[src/rtl/srrc_tx_flt.sv]
// ---------------------------------------------------------------------------
// srrc_tx_flt
//
// Transmit-side square-root raised-cosine pulse-shaping interpolator with
// 4 samples per symbol. A 5-deep symbol delay line feeds a 4-phase
// polyphase decomposition of the 17-tap symmetric SRRC response. One 1s17
// symbol is taken per 4 sample strobes and one shaped 1s17 sample is
// produced on every strobe.
//
// Optional build macro: SRRC_TX_PIPE_EN
//   Defined   - the per-phase product terms are registered at the strobe
//               edge. The adder tree and saturation load `out` one clk later,
//               and out_valid pulses on that later edge.
//   Undefined - the products, adder tree and saturation are combinational
//               from the delay line into the `out` register.
//   The sample values are the same in both builds.
//
// Parameters:
//   ACC_W      adder-tree width (>= 20); the sum saturates to 18 bits
//
// Ports:
//   clk        system clock
//   reset      asynchronous, active-low reset (clears all state when 0)
//   sam_clk    sample-rate enable, one output sample per strobe
//   in         signed 1s17 input symbol
//   in_valid   `in` holds a valid symbol
//   in_ready   registered; high for the whole phase-3 interval
//   out        signed 1s17 shaped output sample
//   out_valid  one-clk pulse on each `out` update
//   sym_phase  current polyphase index 0..3
//   underrun   sticky; a symbol slot passed with no valid symbol
// ---------------------------------------------------------------------------
module srrc_tx_flt #(
  parameter int ACC_W = 21
) (
  input  logic        clk,
  input  logic        reset,
  input  logic        sam_clk,
  input  logic [17:0] in,
  input  logic        in_valid,
  output logic        in_ready,
  output logic [17:0] out,
  output logic        out_valid,
  output logic [1:0]  sym_phase,
  output logic        underrun
);

  localparam logic signed [ACC_W-1:0] SAT_HI = ACC_W'(131071);
  localparam logic signed [ACC_W-1:0] SAT_LO = ACC_W'(-131072);

  // Only b0..b8 are stored; the upper half of the response mirrors them.
  // Taps past the end of the response (phases 1..3 of the oldest symbol)
  // contribute nothing.
  function automatic logic signed [17:0] tap_coef(input logic [4:0] k);
    logic [4:0] m;
    m = (k > 5'd8) ? (5'd16 - k) : k;
    if (k > 5'd16) begin
      tap_coef = '0;
    end else begin
      case (m)
        5'd0:    tap_coef = 18'sd3259;
        5'd1:    tap_coef = -18'sd3378;
        5'd2:    tap_coef = -18'sd10461;
        5'd3:    tap_coef = -18'sd12207;
        5'd4:    tap_coef = -18'sd3946;
        5'd5:    tap_coef = 18'sd14611;
        5'd6:    tap_coef = 18'sd38196;
        5'd7:    tap_coef = 18'sd57937;
        5'd8:    tap_coef = 18'sd65624;
        default: tap_coef = '0;
      endcase
    end
  endfunction

  logic signed [17:0] s [5];
  logic signed [35:0] prod [5];
  logic signed [17:0] term [5];
  logic signed [17:0] sum_in [5];
  logic signed [ACC_W-1:0] acc;
  logic [17:0] y;
  logic load_out;
  logic slot;

  assign slot = sam_clk && (sym_phase == 2'd3);

  // Phase counter and in_ready. in_ready is registered so it is already high
  // during the whole phase-3 interval, ahead of the slot edge.
  always_ff @(posedge clk or negedge reset) begin
    if (!reset) begin
      sym_phase <= 2'd0;
      in_ready  <= 1'b0;
    end else if (sam_clk) begin
      sym_phase <= sym_phase + 2'd1;
      in_ready  <= (sym_phase == 2'd2);
    end
  end

  // Symbol delay line. Every slot shifts; a missing symbol is replaced by
  // zero so the pulse train keeps its timing, and the miss is latched.
  always_ff @(posedge clk or negedge reset) begin
    if (!reset) begin
      for (int j = 0; j < 5; j++) s[j] <= '0;
      underrun <= 1'b0;
    end else if (slot) begin
      for (int j = 1; j < 5; j++) s[j] <= s[j-1];
      if (in_valid) begin
        s[0] <= $signed(in);
      end else begin
        s[0]     <= '0;
        underrun <= 1'b1;
      end
    end
  end

  // Polyphase products: symbol j meets tap 4j+p. Keeping product[34:17]
  // is an arithmetic shift by 17 with floor rounding.
  always_comb begin
    for (int j = 0; j < 5; j++) begin
      prod[j] = s[j] * tap_coef(5'(4 * j) + {3'b000, sym_phase});
      term[j] = 18'(prod[j] >>> 17);
    end
  end

`ifdef SRRC_TX_PIPE_EN
  logic signed [17:0] term_q [5];
  logic term_vld;

  // Product terms are captured on the strobe; the sum lands one clk later.
  always_ff @(posedge clk or negedge reset) begin
    if (!reset) begin
      for (int j = 0; j < 5; j++) term_q[j] <= '0;
      term_vld <= 1'b0;
    end else begin
      term_vld <= sam_clk;
      if (sam_clk) begin
        for (int j = 0; j < 5; j++) term_q[j] <= term[j];
      end
    end
  end

  assign sum_in   = term_q;
  assign load_out = term_vld;
`else
  assign sum_in   = term;
  assign load_out = sam_clk;
`endif

  // Adder tree with saturation back to 1s17.
  always_comb begin
    acc = '0;
    y   = '0;
    for (int j = 0; j < 5; j++) begin
      acc = acc + {{(ACC_W-18){sum_in[j][17]}}, sum_in[j]};
    end
    if (acc > SAT_HI) begin
      y = 18'h1FFFF;
    end else if (acc < SAT_LO) begin
      y = 18'h20000;
    end else begin
      y = acc[17:0];
    end
  end

  // Output register and its one-clk valid pulse.
  always_ff @(posedge clk or negedge reset) begin
    if (!reset) begin
      out       <= '0;
      out_valid <= 1'b0;
    end else begin
      out_valid <= load_out;
      if (load_out) out <= y;
    end
  end

endmodule

[config.mk]
export PLATFORM = sky130hd
export DESIGN_NAME = srrc_tx_flt
export DESIGN_NICKNAME = d
export VERILOG_FILES = /design/src/rtl/srrc_tx_flt.sv
export SDC_FILE = /design/constraint.sdc
export NUM_CORES = 2
export LEC_CHECK = 0
export BUFFER_PORTS_ARGS = -buffer_cell sky130_fd_sc_hd__buf_4
export CORE_MARGIN = 2
export CORE_UTILIZATION = 55
export DETAILED_ROUTE_END_ITERATION = 8
export PLACE_DENSITY = 0.71
export SLEW_MARGIN = 30
export SYNTH_ARGS = -nofsm -noshare
export SYNTH_HDL_FRONTEND = slang
export SYNTH_SLANG_ARGS = --single-unit
[constraint.sdc]
create_clock -name clk -period 23.5 [get_ports clk]
set_input_delay 1.175 -clock clk [delete_from_list [all_inputs] [get_ports clk]]
set_output_delay 1.175 -clock clk [all_outputs]
set_load 0.1 [all_outputs]
==> results.toml <==
[run_status]
outcome = "finished clean"

[synth]
synth_area_um2 = 60320
synth_edf_count = 0
syn_area_per_cell_um2 = 9.562
ys_warn_count = 0
ys_types = 67
yosysSeqAreaShare_pct = 4.688
synth-async-reset-ratio_pct = 100.0
synthCells = 6308
synth_seq_cells = 113
synth_ff_type = "dfrtp_1"

[drt]
wirelength_um = 151400
detail-route-antenna-nets = 0
vias = 40290
wl_per_cell_um = 19.87
firstDrtPassIters = 5
drt_iter0_markers = 2983
via_per_inst = 5.288
drc = 0

[die]
die_y_um = 335.2
io_pins = 45
std_cell_rows = 121
die_w_um = 335.2
coreArea_um2 = 108900
start_util_pct = 55.41
die_area_um2 = 112300

[place]
dp_cells = 7586
numPortBuffers = 44
dp_hpwl_um = 128900
gp_congestion = 0.9995
post-place-ws_ns = 9.339

[layout]
stdcell_count = 7619
nNetsFinal = 8332
area_growth_syn_to_layout_pct = 3.734
utilization_pct = 57.48
drive_gt1_share_pct = 3.627

[clocking]
cts.path.max_buffers = 2
cts.sinks = 113
clk_pin_slew_worst_paths_ns = 0.07
postCtsHoldBufs = 0
cts_made_buffers = 17
post_cts_resized = 0
cts_max_level = 4
cts_tree = "done"
post_cts_buffers = 0
cts_root_buffer = "clkbuf_16"
clk-insertion-delay-late_ns = 0.51

[sta]
finalWorstSetupSlack_ns = 9.289
tns_ns = 0
fmax_mhz = 70.37
finalCritPeriodShare_pct = 60.47
rsz0062_at_grt = "no"
fin_crit_ns = 14.21
setup_viol = 0
worstMarginPinSlew_ns = 1.048
slew_violations = 0
fin_skew_ns = 0.01709
relSlewSlack_pct = 29.72
finalHoldViolCount = 0

[global_routing]
grt_overflow_total = 0
antenna_found_initial = 3
grt_pass1_wl_um = 249100
grt_usage_pct = 29.11
grt_pass1_vias = 45200
grt_max_degree = 78

[worst_hold_path]
min_path_type = "flip-flop to flip-flop"

[worst_setup_path]
required_ns = 23.84
cpPeakStageDelay_ns = 0.71
arrival_ns = 14.55
cp_max_fo = 69
critPathKind = "flip-flop to flip-flop"
cpMostUsedCell = "fa_1"
cpMaxStageDelayCell = "buf_4"
worstSetupStartpointType = "flip-flop"
cp-end-kind = "flip-flop"

[flow_run]
max-cap-violations = 0
-- cells by family after synthesis --
logic type | share of synthesized area (%)
AOI/OAI and AO/OA | 3.558
adders and majority gates | 64.34
other | 0.01245
and+or+nand+nor | 10.21
xor gates and xnor gates | 2.292
muxes | 0.8360
buffers and inverters | 14.06
DFF | 4.688
-- state kept, by name, indices dropped and copies added, names as in the netlist --
name and cells:
underrun 1, s 90, out_valid 1, in_ready 1, sym_phase 2, out 18
-- through the flow --
stage | instance area, um^2 | hold slack [ns]
detailed placement | 61930 | 0.4696
global placement | 61930 | 0.4730
global route | 62570 | 0.5035
CTS | 62570 | 0.4871
floorplan | 60380 | 0.4632
finish | 62570 | 0.4784
-- per-layer routing --
layer  GRT usage (%)  routed length (um)  vias up
li1                -                   -    17640
met5               0                   8        -
met2           46.89               71770     1553
met3           5.815               13070      222
met4           7.890                4501        2
met1           40.50               62040    20870
-- critical path, delay by kind of cell, from the launching register on --
kind | cells | cell delay (ns)
flops | 1 | 0.64
buf+inv | 10 | 2.53
simple gates | 4 | 0.85
xor+xnor | 2 | 0.66
fa+ha+maj | 12 | 5.51
compound gates | 13 | 3.72
-- cells in the final DEF (no fill, tap or decap), types with 18 or more instances in the layout --
cell,n
inv_1,2018
fa_1,1638
nand2_1,599
ha_1,475
nor2_1,166
and2_1,137
nand2b_1,132
dfrtp_1,112
xnor2_1,102
nor2b_1,99
o21ai_0,86
a21oi_1,82
buf_4,79
xor2_1,54
mux2_2,43
a21o_1,38
or2_2,33
nor3_1,32
and3_1,31
conb_1,19
nand4_1,18
-- final cells by class --
cell class / instances / area (um^2)
repair buffers: 80 / 604.3
clock buffers: 17 / 425.4
multi-input cells: 3960 / 49150
fillers: 9411 / 46290
well taps: 1414 / 1769
inverters: 2019 / 7579
flip-flops and latches: 113 / 2829
clock inverters: 15 / 207.7
diodes: 1 / 2.502
-- cell usage after synthesis, types with 9 or more instances --
master    count  area, um^2
inv_1      2018        7575
fa_1       1638       32790
nand2_1     600        2252
ha_1        481        6018
clkbuf_1    216       810.8
nor2_1      168       630.6
and2_1      137       857.1
nand2b_1    132       825.8
dfrtp_1     113        2828
xnor2_1     102       893.4
nor2b_1      99       619.3
o21ai_0      86       430.4
a21oi_1      82       410.4
xor2_1       54       473.0
mux2_2       43       484.2
a21o_1       38       285.3
or2_2        33       206.5
nor3_1       32       160.2
and3_1       31       193.9
nand4_1      18       112.6
nand3_1      17       85.08
o21bai_1     16       120.1
buf_1        14       52.55
o21a_1       14       105.1
o211ai_1     12       90.09
a31oi_1      10       62.56
o221ai_2     10       150.1
or3_1        10       62.56
a211oi_1      9       67.56
-- worst paths after layout --
path                                               start                        to  slack (ns)  cells past startpoint
worst min-delay path                underrun$_DFFE_PN0P_      underrun$_DFFE_PN0P_        0.48                      1
min in group asynchronous                          reset         s[17]$_DFFE_PN0P_        0.67                      1
worst max-delay path            sym_phase[0]$_DFFE_PN0P_        out[4]$_DFFE_PN0P_        9.29                     41
worst max register to register  sym_phase[0]$_DFFE_PN0P_        out[4]$_DFFE_PN0P_        9.29                     41
max in group asynchronous                          reset  sym_phase[0]$_DFFE_PN0P_       21.52                      2
worst min register to register      underrun$_DFFE_PN0P_      underrun$_DFFE_PN0P_        0.48                      1
Power is not shown: default switching activity piles up to over one toggle a cycle in this logic, so the estimate is an artifact.
